<file path="src/rtl/comp_seq.sv">
// comp_seq: chunked sequential RISC-V branch/set comparator; define COMP_SEQ_EARLY_EXIT_EN for early exit
module comp_seq #(
  parameter int XLEN  = 32,
  parameter int CHUNK = 8
) (
  input  logic            clk,
  input  logic            rst_n,
  input  logic            in_valid,
  output logic            in_ready,
  input  logic [XLEN-1:0] a,
  input  logic [XLEN-1:0] b,
  input  logic [2:0]      funct3,
  output logic            out_valid,
  input  logic            out_ready,
  output logic            comp,
  output logic [XLEN-1:0] comp_out
);
  localparam int NCH = XLEN / CHUNK;
  localparam int CW  = NCH > 1 ? $clog2(NCH) : 1;
`ifdef COMP_SEQ_EARLY_EXIT_EN
  localparam bit EARLY = 1'b1;
`else
  localparam bit EARLY = 1'b0;
`endif

  typedef enum logic [1:0] {IDLE, BUSY, DONE} state_t;

  state_t          state_q, state_d;
  logic [XLEN-1:0] a_q, a_d, b_q, b_d;
  logic [2:0]      f_q, f_d;
  logic [CW-1:0]   cnt_q, cnt_d;
  logic            dec_q, dec_d, lt_q, lt_d, comp_q, comp_d;
  logic            sgn;
  logic [CHUNK-1:0] ac, bc;

  function automatic logic sel(input logic [2:0] f, input logic d, input logic l);
    return f == 3'b000 ? ~d : f == 3'b001 ? d : (f == 3'b101 || f == 3'b111) ? ~l : l;
  endfunction

  assign sgn       = funct3 == 3'b010 || funct3 == 3'b100 || funct3 == 3'b101;
  assign ac        = a_q[cnt_q*CHUNK +: CHUNK];
  assign bc        = b_q[cnt_q*CHUNK +: CHUNK];
  assign in_ready  = state_q == IDLE;
  assign out_valid = state_q == DONE;
  assign comp      = out_valid & comp_q;
  assign comp_out  = {{(XLEN-1){1'b0}}, comp};

  // Next-state: latch on accept, scan chunks MSB-first, hold result until consumed
  always_comb begin
    state_d = state_q;
    a_d     = a_q;
    b_d     = b_q;
    f_d     = f_q;
    cnt_d   = cnt_q;
    dec_d   = dec_q;
    lt_d    = lt_q;
    comp_d  = comp_q;
    case (state_q)
      IDLE: if (in_valid) begin
        a_d     = a ^ {sgn, {(XLEN-1){1'b0}}};
        b_d     = b ^ {sgn, {(XLEN-1){1'b0}}};
        f_d     = funct3;
        dec_d   = 1'b0;
        lt_d    = 1'b0;
        cnt_d   = CW'(NCH - 1);
        state_d = BUSY;
      end
      BUSY: begin
        dec_d = dec_q | (ac != bc);
        lt_d  = dec_q ? lt_q : ac < bc;
        cnt_d = cnt_q - 1'b1;
        if (cnt_q == '0 || (EARLY && dec_d)) begin
          state_d = DONE;
          cnt_d   = '0;
          comp_d  = sel(f_q, dec_d, lt_d);
        end
      end
      DONE: if (out_ready) begin
        state_d = IDLE;
        comp_d  = 1'b0;
      end
      default: state_d = IDLE;
    endcase
  end

  // State and datapath registers with asynchronous clear
  always_ff @(posedge clk or negedge rst_n) begin
    if (!rst_n) begin
      state_q <= IDLE;
      a_q     <= '0;
      b_q     <= '0;
      f_q     <= '0;
      cnt_q   <= '0;
      dec_q   <= 1'b0;
      lt_q    <= 1'b0;
      comp_q  <= 1'b0;
    end else begin
      state_q <= state_d;
      a_q     <= a_d;
      b_q     <= b_d;
      f_q     <= f_d;
      cnt_q   <= cnt_d;
      dec_q   <= dec_d;
      lt_q    <= lt_d;
      comp_q  <= comp_d;
    end
  end
endmodule

</file>
<file path="config.mk">
export PLATFORM = sky130hd
export DESIGN_NAME = comp_seq
export DESIGN_NICKNAME = d
export VERILOG_FILES = /design/src/rtl/comp_seq.sv
export SDC_FILE = /design/constraint.sdc
export NUM_CORES = 1
export LEC_CHECK = 0
export ABC_AREA = 1
export ABC_CLOCK_PERIOD_IN_PS = 3080
export CAP_MARGIN = 5
export CELL_PAD_IN_SITES_DETAIL_PLACEMENT = 0
export CELL_PAD_IN_SITES_GLOBAL_PLACEMENT = 1
export CORE_AREA = 4 4 110 112
export DETAILED_ROUTE_END_ITERATION = 8
export DIE_AREA = 0 0 114 116
export PLACE_DENSITY = 0.78
export SLEW_MARGIN = 20
export SYNTH_ARGS = -nofsm -noshare
export SYNTH_HDL_FRONTEND = slang
export SYNTH_SLANG_ARGS = --single-unit
</file>
<file path="constraint.sdc">
create_clock -name clk -period 3.08 [get_ports clk]
set_input_delay 0.462 -clock clk [delete_from_list [all_inputs] [get_ports clk]]
set_output_delay 0.462 -clock clk [all_outputs]
set_load 0.01 [all_outputs]
</file>
# ---- Word-level counts from Yosys, hierarchy flattened
# Index checks and enable logic that the tools add are counted.
dict set report word_totals {
  ff_bits 74
  input_bits 71
  out_inout_bits 35
  wordCells 59
}
dict set report op_classes {
  n_addsub 1
  n_lt_le_gt_ge 1
  n_eq_ne 12
  shifts 2
  muxes 17
  bitwise 6
  reduce_logical 12
}
# op n
set ops {}
lappend ops {{32-bit by 6-bit variable part select with 8-bit output} 2}
lappend ops {{32-bit XOR} 2}
lappend ops {{3-bit == test (second input constant)} 4}
lappend ops {{2-bit two-way mux} 5}
lappend ops {{8-bit less-than comparator} 1}
lappend ops {{8-bit inequality test} 1}
lappend ops {{1-bit two-way mux} 7}
lappend ops {{1-bit one-hot mux with 2 select lines} 3}
lappend ops {{2-bit one-hot mux with 3 select lines} 1}
lappend ops {{3-bit AND reduction} 2}
lappend ops {{2-bit zero test} 2}
lappend ops {{2-bit inequality test (second input constant)} 2}
lappend ops {{2-bit one-hot mux with 2 select lines} 1}
lappend ops {{2-bit AND reduction} 2}
lappend ops {{2-bit nonzero test} 2}
lappend ops {{3-bit by 1-bit == test with 1-bit output (second input constant)} 1}
lappend ops {{3-bit by 2-bit == test with 1-bit output (second input constant)} 1}
lappend ops {{3-bit zero test} 1}
lappend ops {{1-bit logical OR} 3}
lappend ops {{2-bit by 1-bit == test with 1-bit output (second input constant)} 1}
lappend ops {{2-bit == test (second input constant)} 1}
lappend ops {{2-bit by 1-bit inequality test with 1-bit output (second input constant)} 1}
lappend ops {{1-bit NOT} 2}
lappend ops {{2-bit by 1-bit subtractor with 2-bit output (second input constant)} 1}
lappend ops {{2 further kinds} 2}

# ---- Longest topological paths before layout
# Gate-level depths: netlist of the first run.
dict set report logic_depth {
  ltp_word 9
  depth_mapped 20
  mapped_depth_nobuf 19
}

# ---- Worst setup path before layout of the first run
# No wires, ideal clock.
dict set report synth_path {
  kind {reg2reg}
  from {register cnt_q[0]}
  to {register comp_q}
  t_arrival_ps 1964
  required_ps 2964
  setup_slack_ps 1000
  stages_incl_launch_ff 18
  path_buffers 2
  period_less_slack_ps 2080
  path_cell_list {dfrtp_1 -> buf_6 -> clkinv_2 -> buf_4 -> nor2_1 -> o311ai_0 -> inv_1 -> ha_1 -> a21oi_1 -> nor2_1 -> nor2_1 -> nand2_1 -> nand2_1 -> nand2_1 -> nand3_1 -> nand2_1 -> nand2_1 -> nand2_1}
}
dict set report synth_via {
  elab_chain_len 9
}
# element line_no
set synth_rtl {}
lappend synth_rtl {{from (decl)} 31} ;# logic [CW-1:0] cnt_q, cnt_d;
lappend synth_rtl {{from (signal assigned)} 102} ;# cnt_q <= cnt_d;
lappend synth_rtl {{32-bit by 6-bit variable part select with 8-bit output (on tied branches)} {41, 42}}
lappend synth_rtl {{8-bit less-than comparator} 70} ;# lt_d = dec_q ? lt_q : ac < bc;
lappend synth_rtl {{1-bit two-way mux} 70}
lappend synth_rtl {{1-bit NOT} 37} ;# return f == 3'b000 ? ~d : f == 3'b001 ? d : (f == 3'b101 || f == 3'b111) ? ~l : l;
lappend synth_rtl {{1-bit two-way mux (3 in series)} 37}
lappend synth_rtl {{1-bit two-way mux} 72} ;# if (cnt_q == '0 || (EARLY && dec_d)) begin
lappend synth_rtl {{1-bit one-hot mux with 2 select lines} 58} ;# case (state_q)
lappend synth_rtl {{to (signal assigned)} 105} ;# comp_q <= comp_d;
lappend synth_rtl {{to (decl)} 32} ;# logic dec_q, dec_d, lt_q, lt_d, comp_q, comp_d;
# Parallel ways exist; a longest one is shown, timed or not. The select of a mux whose other input is x is not followed.
# A chain may end at the register's enable or synchronous reset.

# ---- Worst setup path after layout of the first run
# Same ends and word-level chain as after synthesis.

==> results.cfg, run 1 <==
[critical_path]
worstReg2RegEnd = comp_q
worstPathCellList = buf_4 > nor2_1 > o311ai_0 > ha_1 > nand2_1 > nand2_1 > nand2_1 > nand2_1 > nand2_1 > nand2_1 > nand2_1 > nand2_1 > nand3_1 > nand2_1 > nand2_1 > nand2_1
r2r_setup_slack_ps = 540
critical_path.max_fanout = 15
cp.arrival_ps = 2750
timing.critical_path.from_type = flip-flop
end_kind = flip-flop
setup.worst_path.class = reg2reg
critPathRequiredTime_ps = 3300
cp_slowest_cell = sky130_fd_sc_hd__dfrtp_1
worstReg2RegStart = cnt_q[0]
cp_dominant_cell_by_count = sky130_fd_sc_hd__nand2_1
max_stage_delay_ps = 570
ff2ff_path_depth = 16

[detailed_routing]
totalWireLength_um = 9120
post-route-drc-count = 0
postRouteAntennaNets = 0
initialDrtViolationCount = 146
post_drt_wl_per_cell_um = 12.9
dr_total_vias = 3162
post_drt_via_cell_ratio = 4.46
detailedRoute.firstPassIterationCount = 4

[power_and_ir_drop]
power_per_cell_area_mw_per_mm2 = 985
power_mw = 4.78
leakagePower_nw = 2.44
vdd_ir_max_mv = 0.425

[synth]
synth_cell_area_mm2 = 0.00385
netlist_instances = 494
synth-edff-count = 0
ys_warn_count = 0
postSynthAreaPerCell_um2 = 7.80
synth_top_flop_cell = sky130_fd_sc_hd__dfrtp_1
yosys.cell_types.count = 24
synth.yosys.seq_area_share = 0.480
async_reset_ff_frac = 1.00
yosys_register_bits = 74

[flow_run]
max_cap_violations = 0

[die]
die_height_um = 116
die_area_mm2 = 0.0132
floorplan.initialDensity = 0.343
ioPinCount = 106
fp.dieW_um = 114
core_area_mm2 = 0.0112
placementRows = 39

[clocking]
cts-buffers-inserted = 9
max-clock-path-buffers = 2
cts_setup_buffers = 0
tritoncts = built
clk_pin_slew_ps = 60
clock_tree.htree_level_count = 3
cts_repair_resizes = 0
cts_hold_buf = 0
clock_insertion_delay_worst_skew_ps = 330
cts_num_sinks = 74
clockRootBuffer = sky130_fd_sc_hd__clkbuf_16

[sta]
timing.final.crit_share = 0.824
tightestPinTransition_ps = 824
timing.final.crit_period_ps = 2540
timing_hold_violations_final = 0
finalSetupViolCount = 0
maxSlewViolCount = 0
timing.max_slew.rel_slack = 0.451
grt_setup_unrepaired = false
clock-skew-final_ps = 8.20
max_freq_ghz = 0.394
timing.setup.tns_ps = 0

[cells_and_area]
fillers = 1172
multi_input_comb_area_mm2 = 0.00164
nNetsFinal = 640
insertedDiodeCount = 0
register_area_mm2 = 0.00185
fraction_of_layout_instances_using_a_drive_strength_above_1 = 0.0512
synthToLayoutAreaGrowth_pct = 25.8

[global_route]
global_route_wire_length_before_repair_um = 15500
grt_max_degree = 72
grt_pass1_vias = 3232
grt_usage = 0.147
grt_antenna_before_repair = 0
grt_remaining_overflow = 0

[place]
hpwlAfterDp_um = 6790
io_buffer_count = 74
globalplace.congestion = 0.845

[outcome]
outcome = completed

[hold_path]
hp-class = in2async
## final cells by class
class | instances | area share
timing repair buffer | 82 | 0.167
multi-input combinational | 374 | 0.337
clock inverter | 4 | 0.0106
inverter | 20 | 0.0157
sequential | 74 | 0.382
tap | 143 | 0.0369
clock buffer | 12 | 0.0508
## how the worst max path moves through the flow
stage	cells past startpoint	endpoint	slack (ps)	startpoint
2_1_floorplan	17	comp_q	1000	cnt_q[0]
3_3_place_gp	16	comp_q	620	cnt_q[0]
3_5_place_dp	16	comp_q	610	cnt_q[0]
4_1_cts	16	comp_q	570	cnt_q[0]
5_1_grt	16	comp_q	230	cnt_q[0]
6_report	16	comp_q	540	cnt_q[0]
## report_power, final
part           internal [mW]  total (mW)  switching [mW]
Sequential              1.44        1.79           0.352
Clock                  0.650        1.04           0.387
Combinational          0.798        1.95            1.15
## worst max-delay path: cells and delay by family (launching register included)
family / cells / cell delay, ps
AOI/OAI and AO/OA: 1 / 500
adders and majority gates: 1 / 340
DFF: 1 / 570
buffers and inverters: 1 / 270
and+or+nand+nor: 13 / 760
## synthesized netlist by cell type, types with 2 or more instances
master | number | area (µm²)
sky130_fd_sc_hd__buf_4 | 36 | 270
sky130_fd_sc_hd__o311ai_0 | 13 | 114
sky130_fd_sc_hd__dfrtp_1 | 74 | 1850
sky130_fd_sc_hd__inv_1 | 17 | 63.8
sky130_fd_sc_hd__nand3_1 | 20 | 100
sky130_fd_sc_hd__nand2_1 | 235 | 882
sky130_fd_sc_hd__nor2_1 | 42 | 158
sky130_fd_sc_hd__inv_2 | 2 | 7.51
sky130_fd_sc_hd__o311ai_1 | 3 | 26.3
sky130_fd_sc_hd__clkbuf_1 | 9 | 33.8
sky130_fd_sc_hd__buf_2 | 4 | 20.0
sky130_fd_sc_hd__xnor2_1 | 2 | 17.5
sky130_fd_sc_hd__a21oi_1 | 7 | 35.0
sky130_fd_sc_hd__buf_6 | 7 | 78.8
sky130_fd_sc_hd__o21ai_0 | 7 | 35.0
sky130_fd_sc_hd__ha_1 | 8 | 100
## cell families (layout without fill, tap and decap cells)
group                    Yosys count  in the layout  synth area share
AO/OA/AOI/OAI                     32             32            0.0594
XOR/XNOR                           2              2           0.00454
adder cells (fa/ha/maj)            8              8            0.0260
buffers and inverters             76            118             0.124
flip-flops                        74             74             0.480
other                              1             31          0.000973
AND/OR/NAND/NOR                  301            301             0.304
## cells in the final DEF (no fill, tap or decap), drive strengths merged
cell type | netlist | layout
o21ai | 7 | 7
nand3 | 20 | 20
ha | 8 | 8
clkinvlp | 0 | 1
nor2 | 44 | 44
nand2 | 236 | 236
a32o | 1 | 1
xnor2 | 2 | 2
a22o | 1 | 1
buf | 47 | 9
conb | 1 | 31
o311ai | 16 | 16
inv | 19 | 19
dfrtp | 74 | 74
clkinv | 1 | 3
nor3 | 1 | 1
bufinv | 0 | 1
clkdlybuf4s50 | 0 | 73
clkbuf | 9 | 12
a21oi | 7 | 7
## flip-flops by register name, indices dropped and copies added (netlist names)
name	cells
cnt_q	2
f_q	3
a_q	32
comp_q	1
dec_q	1
b_q	32
lt_q	1
state_q	2
## metal layers
| layer | global-route usage | wire length, µm | vias to the layer above |
|---|---|---|---|
| met1 | 0.198 | 4230 | 1447 |
| li1 | - | - | 1621 |
| met5 | 0 | 0 | - |
| met4 | 0.0475 | 105 | 0 |
| met2 | 0.239 | 4340 | 88 |
| met3 | 0.0272 | 453 | 6 |
## metrics by stage
step	std cells	hold slack, ps	utilization	setup slack (ps)	area, µm²
6_report	709	230	0.432	543	4850
3_3_place_gp	693	471	0.406	616	4550
2_1_floorplan	524	166	-	1000	3970
3_5_place_dp	693	471	0.406	605	4550
4_1_cts	709	264	0.432	572	4850
5_1_grt	709	300	0.432	234	4850
Note: power is estimated with default switching activity, not from simulation.
==> inputs of run 2 (changes only) <==
--- a/config.mk
+++ b/config.mk
@@ -6,7 +6,7 @@
 export NUM_CORES = 1
 export LEC_CHECK = 0
 export ABC_AREA = 1
-export ABC_CLOCK_PERIOD_IN_PS = 3080
+export ABC_CLOCK_PERIOD_IN_PS = 2500
 export CAP_MARGIN = 5
 export CELL_PAD_IN_SITES_DETAIL_PLACEMENT = 0
 export CELL_PAD_IN_SITES_GLOBAL_PLACEMENT = 1
==> constraint.sdc (replaced) <==
create_clock -name clk -period 2.5 [get_ports clk]
set_input_delay 0.375 -clock clk [delete_from_list [all_inputs] [get_ports clk]]
set_output_delay 0.375 -clock clk [all_outputs]
set_load 0.01 [all_outputs]
==> run 2 against run 1 <==
Hold slack worse by 130 ps. Via count increased by 1.5%. Global-route usage decreased by 0.22 points. First-iteration DRC count is 4.8% lower. Utilization rose by 0.39 points. Maximum frequency up 11%. Register-to-register slack lost 320 ps. Largest cell class unchanged. Largest power group unchanged.
==> results.cfg, run 2 (same netlist as run 1, synthesis figures left out) <==
[detailed_routing]
totalWireLength_um = 9110
dr_total_vias = 3209
detailedRoute.firstPassIterationCount = 4
postRouteAntennaNets = 0
post-route-drc-count = 0
post_drt_via_cell_ratio = 4.51
post_drt_wl_per_cell_um = 12.8
initialDrtViolationCount = 139

[critical_path]
cp.arrival_ps = 2500
critPathBufInv = 3
cp_dominant_cell_by_count = sky130_fd_sc_hd__nand2_1
end_kind = flip-flop
critPathRequiredTime_ps = 2720
max_stage_delay_ps = 480
setup.worst_path.class = reg2reg
worstPathCellList = buf_4 > nor2_1 > o311ai_1 > inv_1 > ha_1 > nand2_1 > inv_1 > nand2_1 > nand2_1 > nand2_1 > nand2_1 > nand2_1 > nand2_1 > nand3_1 > nand2_1 > nand2_1 > nand2_1
critical_path.top_delay_family = simple AND/OR/NAND/NOR gates
critical_path.max_fanout = 10
cp_slowest_cell = sky130_fd_sc_hd__dfrtp_1
timing.critical_path.from_type = flip-flop

[clocking]
clock_tree.htree_level_count = 3
clock_insertion_delay_worst_skew_ps = 330
clk_pin_slew_ps = 60
cts_setup_buffers = 0
cts-buffers-inserted = 9
cts_num_sinks = 74
max-clock-path-buffers = 2
cts_hold_buf = 0
cts_repair_resizes = 0
tritoncts = built
clockRootBuffer = sky130_fd_sc_hd__clkbuf_16

[place]
io_buffer_count = 74
globalplace.congestion = 0.808
hpwlAfterDp_um = 6840

[die]
ioPinCount = 106
core_area_mm2 = 0.0112
fp.dieW_um = 114
die_area_mm2 = 0.0132
placementRows = 39
floorplan.initialDensity = 0.343
die_height_um = 116

[cells_and_area]
insertedDiodeCount = 0
synthToLayoutAreaGrowth_pct = 26.9
final_cell_mix = sky130_fd_sc_hd__nand2_1 (235), sky130_fd_sc_hd__dfrtp_1 (74), sky130_fd_sc_hd__clkdlybuf4s50_1 (73)
final_common_cell = sky130_fd_sc_hd__nand2_1
fillers = 1157
nNetsFinal = 642
reg.largest.list = a_q: 32 flops, b_q: 32 flops, f_q: 3 flops
fraction_of_layout_instances_using_a_drive_strength_above_1 = 0.0581

[hold_path]
hp-class = in2async

[global_route]
grt_usage = 0.144
grt_remaining_overflow = 0
global_route_wire_length_before_repair_um = 15300
grt_pass1_vias = 3261
grt_util_met1 = 0.185
global_route.peak_usage_layer = met2
grt_antenna_before_repair = 0
grt_max_degree = 44
grt.met2_usage = 0.242
gr-usage-met3 = 0.0339

[sta]
finalSetupViolCount = 0
timing.max_slew.rel_slack = 0.518
max_freq_ghz = 0.438
timing.final.crit_share = 0.913
whs_ps = 97.5
clock-skew-final_ps = 4.83
grt_setup_unrepaired = false
timing.final.crit_period_ps = 2280
tightestPinTransition_ps = 723
timing.setup.tns_ps = 0
timing_hold_violations_final = 0
maxSlewViolCount = 0

[power_and_ir_drop]
power_per_cell_area_mw_per_mm2 = 1230
vdd_ir_max_mv = 0.522
leakagePower_nw = 2.47

[flow_run]
max_cap_violations = 0

[outcome]
outcome = completed
==> run 2: changes by cell type in the layout (fill, tap and decap cells not counted), sizes merged <==
cell / change
buf: +2
clkbuf: -2
inv: +2
==> run 2: metal layers <==
layer	vias to the layer above	share of wire
met5	-	0
met4	0	0.013
met3	7	0.055
met2	95	0.49
met1	1488	0.45
li1	1619	-
==> run 2: stage by stage <==
step	setup WS, ps	instance area, µm²	std cells	total power [mW]	utilization
2_1_floorplan	420	3970	524	4.00	-
3_3_place_gp	233	4580	695	4.63	0.408
3_5_place_dp	165	4580	695	4.69	0.408
4_1_cts	151	4880	711	6.02	0.435
5_1_grt	7.93	4890	711	6.59	0.436
6_report	218	4890	711	6.01	0.436
==> run 2: final timing paths <==
path	slack [ps]	start	end	cells after the start
setup / recovery	220	cnt_q[0]	comp_q	17
hold / removal	100	rst_n	a_q[2]	1
setup reg to reg	220	cnt_q[0]	comp_q	17
hold reg to reg	480	b_q[30]	b_q[30]	2
max in group asynchronous	1710	rst_n	b_q[0]	2
min in group clk	480	b_q[30]	b_q[30]	2
==> run 2: worst register-to-register path: cells and delay by family, from the launching register on <==
kind	cells	cell delay (ps)
and+or+nand+nor	12	680
DFF	1	480
buffers and inverters	3	360
AOI/OAI and AO/OA	1	360
adders and majority gates	1	280
==> run 2: area by class of cell <==
class / instances / area (µm²) / area share
Clock inverter: 6 / 65.1 / 0.0133
Sequential cell: 74 / 1850 / 0.378
Multi-Input combinational cell: 374 / 1640 / 0.335
Tap cell: 143 / 179 / 0.0366
Timing Repair Buffer: 84 / 840 / 0.172
Inverter: 20 / 77.6 / 0.0159
Clock buffer: 10 / 239 / 0.0488
==> run 2: report_power, final <==
group	switching, mW	leakage [nW]	internal (mW)
registers	0.409	0.914	1.77
logic	1.49	1.41	1.04
clock network	0.497	0.149	0.801
total	2.40	2.47	3.61
